### src/rtl/vedic_mul_seq_ctrl_if.sv
// Handshake and shared-core bus for vedic_mul_seq_ctrl.
// master = the sequencing controller, slave = the operand/core/consumer environment.
interface vedic_mul_seq_ctrl_if #(
    parameter int WIDTH = 8
);
    localparam int HALF = WIDTH / 2;

    logic                 in_valid;
    logic                 in_ready;
    logic [WIDTH-1:0]     a;
    logic [WIDTH-1:0]     b;
    logic [HALF-1:0]      mul_a;
    logic [HALF-1:0]      mul_b;
    logic                 mul_en;
    logic [WIDTH-1:0]     mul_p;
    logic                 out_valid;
    logic                 out_ready;
    logic [2*WIDTH-1:0]   p;

    modport master (
        input  in_valid, a, b, mul_p, out_ready,
        output in_ready, mul_a, mul_b, mul_en, out_valid, p
    );

    modport slave (
        output in_valid, a, b, mul_p, out_ready,
        input  in_ready, mul_a, mul_b, mul_en, out_valid, p
    );
endinterface

### src/rtl/vedic_mul_seq_ctrl.sv
// Sequences four HALF x HALF partial products through one shared Vedic core and accumulates a WIDTH x WIDTH product.
// Optional macro ZERO_SKIP_EN: zero operands bypass the partial-product sequence and go straight to DONE.
module vedic_mul_seq_ctrl #(
    parameter int WIDTH = 8
) (
    input  logic                  clk,
    input  logic                  rst_n,
    vedic_mul_seq_ctrl_if.master  bus
);
    localparam int HALF = WIDTH / 2;

    typedef enum logic [2:0] {IDLE, PP0, PP1, PP2, PP3, DONE} state_t;

    state_t               state_q;
    logic [WIDTH-1:0]     a_q;
    logic [WIDTH-1:0]     b_q;
    logic [2*WIDTH-1:0]   acc_q;
    logic [2*WIDTH-1:0]   acc_d;
    logic [2*WIDTH-1:0]   p_q;
    logic                 in_ready_q;
    logic                 out_valid_q;
    logic                 mul_en_q;
    logic [HALF-1:0]      mul_a_q;
    logic [HALF-1:0]      mul_b_q;
    logic [2*WIDTH-1:0]   pp_ext;

    // Cross terms AH*BL and AL*BH share the same weight, so PP1 and PP2 use one shift.
    always_comb begin
        pp_ext = {{WIDTH{1'b0}}, bus.mul_p};
        acc_d  = acc_q;
        case (state_q)
            PP0:      acc_d = acc_q + pp_ext;
            PP1, PP2: acc_d = acc_q + (pp_ext << HALF);
            PP3:      acc_d = acc_q + (pp_ext << WIDTH);
            default:  acc_d = acc_q;
        endcase
    end

    always_ff @(posedge clk or negedge rst_n) begin
        if (!rst_n) begin
            state_q     <= IDLE;
            a_q         <= '0;
            b_q         <= '0;
            acc_q       <= '0;
            p_q         <= '0;
            in_ready_q  <= 1'b1;
            out_valid_q <= 1'b0;
            mul_en_q    <= 1'b0;
            mul_a_q     <= '0;
            mul_b_q     <= '0;
        end else begin
            case (state_q)
                IDLE: begin
                    if (bus.in_valid && in_ready_q) begin
                        a_q        <= bus.a;
                        b_q        <= bus.b;
                        acc_q      <= '0;
                        in_ready_q <= 1'b0;
`ifdef ZERO_SKIP_EN
                        if ((bus.a == '0) || (bus.b == '0)) begin
                            state_q     <= DONE;
                            p_q         <= '0;
                            out_valid_q <= 1'b1;
                        end else begin
                            state_q  <= PP0;
                            mul_en_q <= 1'b1;
                            mul_a_q  <= bus.a[HALF-1:0];
                            mul_b_q  <= bus.b[HALF-1:0];
                        end
`else
                        state_q  <= PP0;
                        mul_en_q <= 1'b1;
                        mul_a_q  <= bus.a[HALF-1:0];
                        mul_b_q  <= bus.b[HALF-1:0];
`endif
                    end
                end
                // Core halves are registered one state ahead so they line up with the state that consumes mul_p.
                PP0: begin
                    acc_q   <= acc_d;
                    state_q <= PP1;
                    mul_a_q <= a_q[WIDTH-1:HALF];
                    mul_b_q <= b_q[HALF-1:0];
                end
                PP1: begin
                    acc_q   <= acc_d;
                    state_q <= PP2;
                    mul_a_q <= a_q[HALF-1:0];
                    mul_b_q <= b_q[WIDTH-1:HALF];
                end
                PP2: begin
                    acc_q   <= acc_d;
                    state_q <= PP3;
                    mul_a_q <= a_q[WIDTH-1:HALF];
                    mul_b_q <= b_q[WIDTH-1:HALF];
                end
                PP3: begin
                    acc_q       <= acc_d;
                    p_q         <= acc_d;
                    out_valid_q <= 1'b1;
                    mul_en_q    <= 1'b0;
                    mul_a_q     <= '0;
                    mul_b_q     <= '0;
                    state_q     <= DONE;
                end
                DONE: begin
                    if (bus.out_ready) begin
                        out_valid_q <= 1'b0;
                        in_ready_q  <= 1'b1;
                        state_q     <= IDLE;
                    end
                end
                default: begin
                    state_q     <= IDLE;
                    in_ready_q  <= 1'b1;
                    out_valid_q <= 1'b0;
                    mul_en_q    <= 1'b0;
                    mul_a_q     <= '0;
                    mul_b_q     <= '0;
                end
            endcase
        end
    end

    assign bus.in_ready  = in_ready_q;
    assign bus.out_valid = out_valid_q;
    assign bus.p         = p_q;
    assign bus.mul_en    = mul_en_q;
    assign bus.mul_a     = mul_a_q;
    assign bus.mul_b     = mul_b_q;
endmodule
### src/flat_wrapper.sv
// flat-port wrapper written by rule: the top's interface ports become plain ports
module vedic_mul_seq_ctrl_flat 
#(
    parameter int WIDTH = 8
)
  (clk, rst_n, bus_in_valid, bus_a, bus_b, bus_mul_p, bus_out_ready, bus_in_ready, bus_mul_a, bus_mul_b, bus_mul_en, bus_out_valid, bus_p);
  vedic_mul_seq_ctrl_if #(.WIDTH(WIDTH)) bus_i ();
  input  logic clk;
  input  logic rst_n;
  input wire logic [$bits(bus_i.in_valid)-1:0] bus_in_valid;
  input wire logic [$bits(bus_i.a)-1:0] bus_a;
  input wire logic [$bits(bus_i.b)-1:0] bus_b;
  input wire logic [$bits(bus_i.mul_p)-1:0] bus_mul_p;
  input wire logic [$bits(bus_i.out_ready)-1:0] bus_out_ready;
  output wire logic [$bits(bus_i.in_ready)-1:0] bus_in_ready;
  output wire logic [$bits(bus_i.mul_a)-1:0] bus_mul_a;
  output wire logic [$bits(bus_i.mul_b)-1:0] bus_mul_b;
  output wire logic [$bits(bus_i.mul_en)-1:0] bus_mul_en;
  output wire logic [$bits(bus_i.out_valid)-1:0] bus_out_valid;
  output wire logic [$bits(bus_i.p)-1:0] bus_p;
  assign bus_i.in_valid = bus_in_valid;
  assign bus_i.a = bus_a;
  assign bus_i.b = bus_b;
  assign bus_i.mul_p = bus_mul_p;
  assign bus_i.out_ready = bus_out_ready;
  assign bus_in_ready = bus_i.in_ready;
  assign bus_mul_a = bus_i.mul_a;
  assign bus_mul_b = bus_i.mul_b;
  assign bus_mul_en = bus_i.mul_en;
  assign bus_out_valid = bus_i.out_valid;
  assign bus_p = bus_i.p;
  vedic_mul_seq_ctrl #(.WIDTH(WIDTH)) u_core (.clk(clk), .rst_n(rst_n), .bus(bus_i));
endmodule
### config.mk
export PLATFORM = sky130hd
export DESIGN_NAME = vedic_mul_seq_ctrl_flat
export DESIGN_NICKNAME = d
export VERILOG_FILES = /design/src/rtl/vedic_mul_seq_ctrl_if.sv /design/src/rtl/vedic_mul_seq_ctrl.sv /design/src/flat_wrapper.sv
export SDC_FILE = /design/constraint.sdc
export NUM_CORES = 1
export LEC_CHECK = 0
export ABC_AREA = 1
export CAP_MARGIN = 10
export CORE_UTILIZATION = 65
export CTS_CLUSTER_DIAMETER = 40
export CTS_CLUSTER_SIZE = 12
export DETAILED_ROUTE_END_ITERATION = 6
export DONT_BUFFER_PORTS = 1
export PLACE_DENSITY = 0.81
export SETUP_SLACK_MARGIN = 0.02
export SYNTH_ARGS = -nofsm -noshare
export SYNTH_HDL_FRONTEND = slang
export SYNTH_SLANG_ARGS = --single-unit
### constraint.sdc
create_clock -name clk -period 4.5 [get_ports clk]
set_input_delay 1.35 -clock clk [delete_from_list [all_inputs] [get_ports clk]]
set_output_delay 1.35 -clock clk [all_outputs]
set_load 0.03 [all_outputs]
Word level (Yosys, flattened, before mapping)
Index checks and enable logic that the tools add are counted.

operators by class
  add/sub/neg operators = 3
  multipliers = 0
  div/mod/pow operators = 0
  order comparisons = 0
  eq/ne operators = 7
  shift operators = 0
  muxes and demuxes = 17
  bitwise logic cells = 4
  reductions and logical operators = 15

operators with widths
  operator              count
  $pmux W16 S3          1
  $pmux W16 S2          1
  $pmux W4 S4           2
  $pmux W3 S6           1
  $add A16 B12 Y16      1
  $add A16 B16 Y16      1
  $add A16 B8 Y16       1
  $mux W16              1
  $reduce_and A2 Y1     6
  $reduce_or A4 Y1      3
  $mux W4               2
  $eq A3 B2 Y1 const B  2
  $eq A3 B3 Y1 const B  2
  $mux W3               2
  $pmux W1 S3           2
  $mux W1               4
  $not A1 Y1            4
  $reduce_or A2 Y1      2
  $eq A3 B1 Y1 const B  1
  $logic_not A3 Y1      1
  $reduce_and A3 Y1     1
  $ne A2 B1 Y1 const B  1
  $ne A2 B2 Y1 const B  1
  $pmux W1 S2           1
  2 further kinds       2

word-level totals
  register bits = 62
  latch bits = 0
  memory bits (writable) = 0
  ROM bits = 0
  input port bits = 28
  output and inout bits = 27
  logic and storage cells = 56
  memories = 0

Depth between registers and ports, before layout
Gate-level depths: netlist (run 1).

  depth in word-level cells = 4
  gate-level depth with buffers = 12
  gate-level depth less buffers = 12

Worst setup path before layout (run 1)
Ideal clock, no wire load.

  path kind = in2reg
  start = input bus_mul_p[0]
  end = register u_core.acc_q[12]
  setup time = 0.130 ns
  arrival time = 2.552 ns
  required time = 4.370 ns
  setup slack = 1.817 ns
  stages on the path = 11
  buffers on the path = 0
  path through = ha_1 inv_1 fa_1 inv_1 nand3_1 nand3_1 nand2_1 nand3_1 nand3_1 nand3_1 nand4_1

between the ends
  cells in the longest elaborated chain, start to end = 3
  elaborated cells on any way between the ends = 5
  those cells by class = add/sub: 3; mux: 2

RTL lines
  element                                   RTL line                  source
  start, declared                           flat_wrapper.sv:13        input wire logic [$bits(bus_i.mul_p)-1:0] bus_mul_p;
  $add A16 B16 Y16 (tied with other cells)  vedic_mul_seq_ctrl.sv:34  PP3: acc_d = acc_q + (pp_ext << WIDTH);
  $pmux W16 S3 *                            vedic_mul_seq_ctrl.sv:31  case (state_q)
  $pmux W16 S2 *                            vedic_mul_seq_ctrl.sv:52  case (state_q)
  end signal, assigned                      vedic_mul_seq_ctrl.sv:44  acc_q <= '0;
  end signal, assigned                      vedic_mul_seq_ctrl.sv:57  acc_q <= '0;
  end signal, assigned                      vedic_mul_seq_ctrl.sv:80  acc_q <= acc_d;
  end, declared                             vedic_mul_seq_ctrl.sv:17  logic [2*WIDTH-1:0] acc_q;

Every way passes the cells marked *; elsewhere a longest branch is shown, timed or not.
A chain may end at the register's enable or synchronous reset.

Final worst setup path (run 1)
Same ends and word-level chain as after synthesis.

==> impl_results.md, run 1 <==
- Yosys cell types: 40
- CP required: 4.72 ns
- Power per cell area: 743 mW/mm^2
- Post-CTS Hold Fix Bufs: 0
- Cell-internal power: 1560 uW
- Post-CTS resize count: 0
- Largest net degree at the start of global routing: 63
- HPWL Detailed: 7.90 mm
- P&R area growth vs syn: 4.13%
- Total track usage: 34.0%
- Mean Syn Cell Area: 7.26 sq um
- FF-to-FF Start: u_core.state_q[0]
- Seq cells post-synth: 62
- Commonest non-fill, non-tap cell in the layout: nand2_1
- DRC: 0
- Clock net sink count: 62
- Clk_skew: 0.00790 ns
- Setup TNS: 0 ns
- RSZ-0062 raised after global routing: false
- Initial Utilization: 68.9%
- Leakage power: 0.00231 uW
- WP data arrival: 2.88 ns
- TritonCTS Buffers: 9
- Run status: finished, final reports clean
- # rows: 28
- Worst rel slew slack: 44.0%
- Min-Delay Path Class: reg2reg
- Io pins: 55
- Buffers added on ports: 0
- WL/cell: 16.3 um
- CTS tree: yes
- Crit. End Element: flop
- Dpl ws: 1.56 ns
- Share of cells above drive strength 1: 7.96%
- Reg2reg setup slack: 2.27 ns
- Yosys top cell area share: 36.5%
- Initial antenna violation count: 0
- Placer Congestion: 0.977
- Vias in the first global route: 3635
- Leading area contributor after synthesis: dfrtp_1
- Part of the power in registers: 39.4%
- Slew Limit Fails: 0
- Worst-margin pin slew: 0.838 ns
- Ant. Diodes: 0
- DIE HEIGHT: 82.2 um
- Detailed Route Iter0 Violations: 266
- NumNets Final: 627
- Die X: 82.2 um
- Mapped Cells: 575
- Worst Path Max Fanout: 6
- Clock root buffer: clkbuf_8
- Post-Synthesis Net Count: 629
- Crit path launch: bus_mul_p[0]
- Comb power frac: 47.2%
- Post-synth EDFFs: 0
- Clock share of power: 13.4%
- H-tree depth: 3
- Final min period: 2.67 ns
- Worst r2r dst: u_core.acc_q[11]
- WL final: 10.6 mm
- Clk Latency, worst-skew pair: 0.34 ns
- Total core area: 0.00606 sq mm
- Max cap viols: 0
- Commonest cells after routing, fill and taps aside: 217 x nand2_1, 62 x inv_1, 61 x dfrtp_1
- Worst hold start: u_core.b_q[4]
- First-pass GRT wire length: 16.9 mm
- Final setup margin: 1.83 ns
- # setup viols final: 0
- Synth async-reset ratio: 100%
- Endpoints failing hold: 0
- Tcrit/Tclk final: 59.2%
- Longest Clk Path Bufs: 2
- Mapped Area: 0.00418 sq mm
- Kind of critical path: in2reg
- Via density: 5.91
- CP endpoint: u_core.acc_q[12]
- DRT antenna net count: 0
- Critical Path Source Type: input port
- Fmax: 375 MHz
- Synth Warn #: 0
- Peak supply drop: 0.000582 V
- Register area share after synthesis: 37.2%
- Worst-path clk slew: 0.07 ns
- Via count: 3856
- Synth Flop Type: dfrtp_1
- Psw: 1670 uW
- Die ar.: 0.00675 sq mm
- Sw Ratio: 51.8%
- Grt ovf: 0
- First-pass detailed-route iteration total: 4
- Ranking of synthesized cells by area: dfrtp_1 37%, nand2_1 20%, ha_1 6.9%
- Setup bufs post-CTS: 0
- # fillers: 533
- Reg2Reg Depth: 5
-- synthesized netlist by cell type (all sizes together) (2+ instances only) --
cell and instances:
nor2 21, nand3 50, a21o 5, or2 5, nand3b 5, o2111ai 3, buf 13, nand2 226
o21ai 34, a21oi 24, dfrtp 61, o21a 2, nor3 6, xnor2 2, ha 23, nand4 16
a31oi 3, fa 3, inv 68
-- layer usage --
| layer | vias to the layer above | routed length, um | track usage, % |
|---|---|---|---|
| met4 | 0 | 204 | 14.9 |
| met2 | 156 | 5120 | 56.1 |
| met1 | 1815 | 4560 | 42.7 |
| met3 | 21 | 762 | 7.25 |
| li1 | 1864 | - | - |
| met5 | - | 0 | 0 |
-- flip-flops by register name, indices dropped and copies added, names as in the netlist --
name                  cells
u_core.acc_q             16
u_core.bus.p             16
u_core.a_q                8
u_core.b_q                8
u_core.bus.mul_a          4
u_core.bus.mul_b          4
u_core.state_q            3
u_core.bus.in_ready       1
u_core.bus.mul_en         1
u_core.bus.out_valid      1
-- through the flow --
stage,power [uW],hold slack [ns],util [%],cell area [sq um],cells
6_report,3230,0.481,71.8,4350,653
5_1_grt,3490,0.492,71.8,4350,653
4_1_cts,3220,0.482,71.8,4350,653
3_5_place_dp,2780,0.467,68.9,4180,637
3_3_place_gp,2710,0.454,68.9,4180,637
2_1_floorplan,2440,0.442,-,4180,575
-- area by class of cell --
class,count,area [sq um],area share (%)
inverter,68,260,5.98
tap,75,93.8,2.16
multi-input combinational,432,2270,52.2
sequential,62,1550,35.7
clock buffer,13,149,3.42
clock inverter,3,22.5,0.518
-- worst min path at each step --
| stage | to | slack, ns | cells past startpoint |
|---|---|---|---|
| 3_5_place_dp | u_core.b_q[4] | 0.47 | 2 |
| 6_report | u_core.b_q[4] | 0.48 | 2 |
| 3_3_place_gp | u_core.b_q[1] | 0.45 | 2 |
| 5_1_grt | u_core.a_q[0] | 0.49 | 2 |
| 4_1_cts | u_core.a_q[0] | 0.48 | 2 |
| 2_1_floorplan | u_core.b_q[1] | 0.44 | 2 |
-- worst max-delay path: stages --
cell,delay (ns)
ha_1,0.16
inv_1,0.06
fa_1,0.41
inv_1,0.10
nand3_1,0.07
nand3_1,0.15
nand2_1,0.08
nand3_1,0.21
nand3_1,0.11
nand3_1,0.11
nand4_1,0.07
-- cell families after synthesis --
kind of cell,Yosys count,synth area share (%)
XOR/XNOR,3,0.629
flip-flops,62,37.2
adder cells (fa/ha/maj),26,8.33
AO/OA/AOI/OAI,73,10.7
AND/OR/NAND/NOR,330,34.7
buffers and inverters,81,8.45
-- power by group through the flow --
stage / logic [uW] / registers, uW / clock network [uW]
floorplan: 1260 / 1190 / 0
global placement: 1440 / 1270 / 0
detailed placement: 1500 / 1280 / 0
CTS: 1510 / 1270 / 435
global route: 1720 / 1310 / 461
finish: 1530 / 1270 / 432
(Power assumes the default switching activity.)
==> inputs of run 2 (changes only) <==
--- a/config.mk
+++ b/config.mk
@@ -7,12 +7,12 @@
 export LEC_CHECK = 0
 export ABC_AREA = 1
 export CAP_MARGIN = 10
-export CORE_UTILIZATION = 65
+export CORE_UTILIZATION = 64
 export CTS_CLUSTER_DIAMETER = 40
 export CTS_CLUSTER_SIZE = 12
 export DETAILED_ROUTE_END_ITERATION = 6
 export DONT_BUFFER_PORTS = 1
-export PLACE_DENSITY = 0.81
+export PLACE_DENSITY = 0.8
 export SETUP_SLACK_MARGIN = 0.02
 export SYNTH_ARGS = -nofsm -noshare
 export SYNTH_HDL_FRONTEND = slang
==> constraint.sdc (replaced) <==
create_clock -name clk -period 2.55 [get_ports clk]
set_input_delay 0.765 -clock clk [delete_from_list [all_inputs] [get_ports clk]]
set_output_delay 0.765 -clock clk [all_outputs]
set_load 0.03 [all_outputs]
==> impl_results.md, run 2 (synthesized netlist as in run 1, its figures left out) <==
- Comb power frac: 44.5% (was 47.2%)
- Initial antenna violation count: 0 (unchanged)
- Io pins: 55 (unchanged)
- Ant. Diodes: 0 (unchanged)
- Worst Path Max Fanout: 6 (unchanged)
- DRC: 0 (unchanged)
- RSZ-0062 raised after global routing: false (unchanged)
- Total core area: 0.00631 sq mm (was 0.00606 sq mm)
- Leakage power: 0.00236 uW (was 0.00231 uW)
- DP Area: 0.00420 sq mm (was 0.00418 sq mm)
- CP top delay family: adder cells (was simple AND/OR/NAND/NOR gates)
- Part of the power in registers: 37.3% (was 39.4%)
- DRT antenna net count: 0 (unchanged)
- Via count: 3785 (was 3856)
- Worst-path clk slew: 0.08 ns (was 0.07 ns)
- Reg2Reg Depth: 11 (was 5)
- Vias in the first global route: 3538 (was 3635)
- Commonest cells after routing, fill and taps aside: 217 x nand2_1, 62 x inv_1, 61 x dfrtp_1 (unchanged)
- Worst path bufs/invs: 2 (unchanged)
- Slew Limit Fails: 0 (unchanged)
- Clock share of power: 18.2% (was 13.4%)
- Die ar.: 0.00685 sq mm (was 0.00675 sq mm)
- Kind of critical path: reg2reg (was in2reg)
- CP max stage delay: 0.40 ns (was 0.41 ns)
- Commonest non-fill, non-tap cell in the layout: nand2_1 (unchanged)
- FF-to-FF Start: u_core.acc_q[0] (was u_core.state_q[0])
- NumNets Final: 629 (was 627)
- Cell-internal power: 3020 uW (was 1560 uW)
- Buffers added on ports: 0 (unchanged)
- H-tree depth: 3 (unchanged)
- Fin area: 0.00444 sq mm (was 0.00435 sq mm)
- WL final: 10.2 mm (was 10.6 mm)
- Initial Utilization: 66.2% (was 68.9%)
- Via density: 5.76 (was 5.91)
- Worst path slowest cell: dfrtp_1 (was fa_1)
- Power per cell area: 1350 mW/mm^2 (was 743 mW/mm^2)
- Longest Clk Path Bufs: 2 (unchanged)
- TritonCTS Buffers: 9 (unchanged)
- Crit-path most repeated cell: nand3_1 (unchanged)
- First-pass detailed-route iteration total: 6 (was 4)
- Reg2reg setup slack: 0.54 ns (was 2.27 ns)
- Detailed Route Iter0 Violations: 334 (was 266)
- Clock root buffer: clkbuf_8 (unchanged)
- Post-CTS resize count: 0 (unchanged)
- HPWL Detailed: 7.27 mm (was 7.90 mm)
- Setup bufs post-CTS: 0 (unchanged)
- Endpoints failing hold: 0 (unchanged)
- # fillers: 514 (was 533)
- Largest net degree at the start of global routing: 63 (unchanged)
- WL/cell: 15.5 um (was 16.3 um)
- P&R area growth vs syn: 6.35% (was 4.13%)
- Worst-margin pin slew: 0.575 ns (was 0.838 ns)
- Total track usage: 32.4% (was 34.0%)
- Die X: 82.8 um (was 82.2 um)
- # rows: 29 (was 28)
- CTS tree: yes (unchanged)
- Clk Latency, worst-skew pair: 0.36 ns (was 0.34 ns)
- Tcrit/Tclk final: 78.7%
- Share of cells above drive strength 1: 8.79% (was 7.96%)
- Final min period: 2.01 ns
- Clock net sink count: 62 (unchanged)
- Setup TNS: 0 ns (unchanged)
- Critical Path Source Type: flop (was input port)
- Sw Ratio: 49.5% (was 51.8%)
- Run status: finished, final reports clean (unchanged)
- Crit. End Element: flop (unchanged)
- CP required: 2.78 ns (was 4.72 ns)
- Crit path cell chain: ha_1 -> inv_1 -> fa_1 -> inv_1 -> nand3_1 -> nand3_1 -> nand2_1 -> nand3_1 -> a21oi_1 -> o21ai_0 -> nand3b_1 (was ha_1 -> inv_1 -> fa_1 -> inv_1 -> nand3_1 -> nand3_1 -> nand2_1 -> nand3_1 -> nand3_1 -> nand3_1 -> nand4_1)
- WP data arrival: 2.23 ns (was 2.88 ns)
- Post-CTS Hold Fix Bufs: 0 (unchanged)
- First-pass GRT wire length: 16.2 mm (was 16.9 mm)
- Placer Congestion: 0.885 (was 0.977)
- Worst rel slew slack: 61.5% (was 44.0%)
- DIE HEIGHT: 82.8 um (was 82.2 um)
- Grt ovf: 0 (unchanged)
- Worst r2r dst: u_core.acc_q[8] (was u_core.acc_q[11])
- Min-Delay Path Class: in2async (was reg2reg)
- # setup viols final: 0 (unchanged)
- Fmax: 499 MHz
- Max cap viols: 0 (unchanged)
- Clk_skew: 0.0137 ns (was 0.00790 ns)
- Peak supply drop: 0.000915 V (was 0.000582 V)
- Psw: 2970 uW (was 1670 uW)
[run 2: cell count changes in the layout (fill, tap and decap cells not counted), sizes merged]
| cell | change |
|---|---|
| buf | +2 |
| bufinv | +3 |
| clkbuf | -4 |
| clkinv | +2 |
| clkinvlp | -1 |
[run 2: worst max-delay path by stage]
stage / startpoint / end / slack (ns) / cells after the start
floorplan: bus_mul_p[0] / u_core.acc_q[12] / 0.45 / 11
global placement: bus_mul_p[0] / u_core.acc_q[10] / 0.33 / 11
detailed placement: bus_mul_p[0] / u_core.acc_q[12] / 0.26 / 11
CTS: u_core.acc_q[0] / u_core.acc_q[8] / 0.59 / 11
global route: u_core.acc_q[0] / u_core.acc_q[8] / 0.38 / 11
finish: u_core.acc_q[0] / u_core.acc_q[8] / 0.54 / 11
[run 2: worst reg2reg max path, delay by kind of cell, from the launching register on]
| kind | cells | cell delay [ns] |
|---|---|---|
| fa+ha+maj | 2 | 0.59 |
| compound gates | 2 | 0.18 |
| buf+inv | 2 | 0.17 |
| simple gates | 5 | 0.56 |
| flops | 1 | 0.40 |
[run 2: area by class of cell]
class | count | area [sq um] | share of cell area (%)
Timing Repair Buffer | 2 | 15.0 | 0.338
Tap cell | 77 | 96.3 | 2.17
Clock buffer | 9 | 124 | 2.79
Inverter | 68 | 260 | 5.86
Clock inverter | 7 | 123 | 2.76
Sequential cell | 62 | 1550 | 35.0
Multi-Input combinational cell | 432 | 2270 | 51.1
[run 2: routing by layer]
metal / part of all wire (%) / GRT usage (%) / vias up / routed length, um
met5: 0 / 0 / - / 0
met4: 2.5 / 15.9 / 0 / 250
met3: 7.1 / 6.56 / 24 / 725
met2: 47 / 54.1 / 148 / 4760
met1: 44 / 39.9 / 1743 / 4430
li1: - / - / 1870 / -
[run 2: metrics by stage]
stage	hold WS (ns)	setup WS (ns)	power (uW)	utilization, %	std cells
finish	0.0905	0.544	5990	70.4	657
global route	0.0881	0.378	6460	70.4	657
CTS	0.0892	0.595	5970	70.4	657
detailed placement	0.460	0.256	4860	66.4	641
global placement	0.455	0.329	4780	66.4	641
floorplan	0.442	0.452	4310	-	575
[run 2: power by group through the flow]
stage	sequential (uW)	clock, uW	combinational (uW)
2_1_floorplan	2090	0	2220
3_3_place_gp	2230	0	2550
3_5_place_dp	2240	0	2610
4_1_cts	2230	1100	2640
5_1_grt	2300	1140	3020
6_report	2230	1090	2670
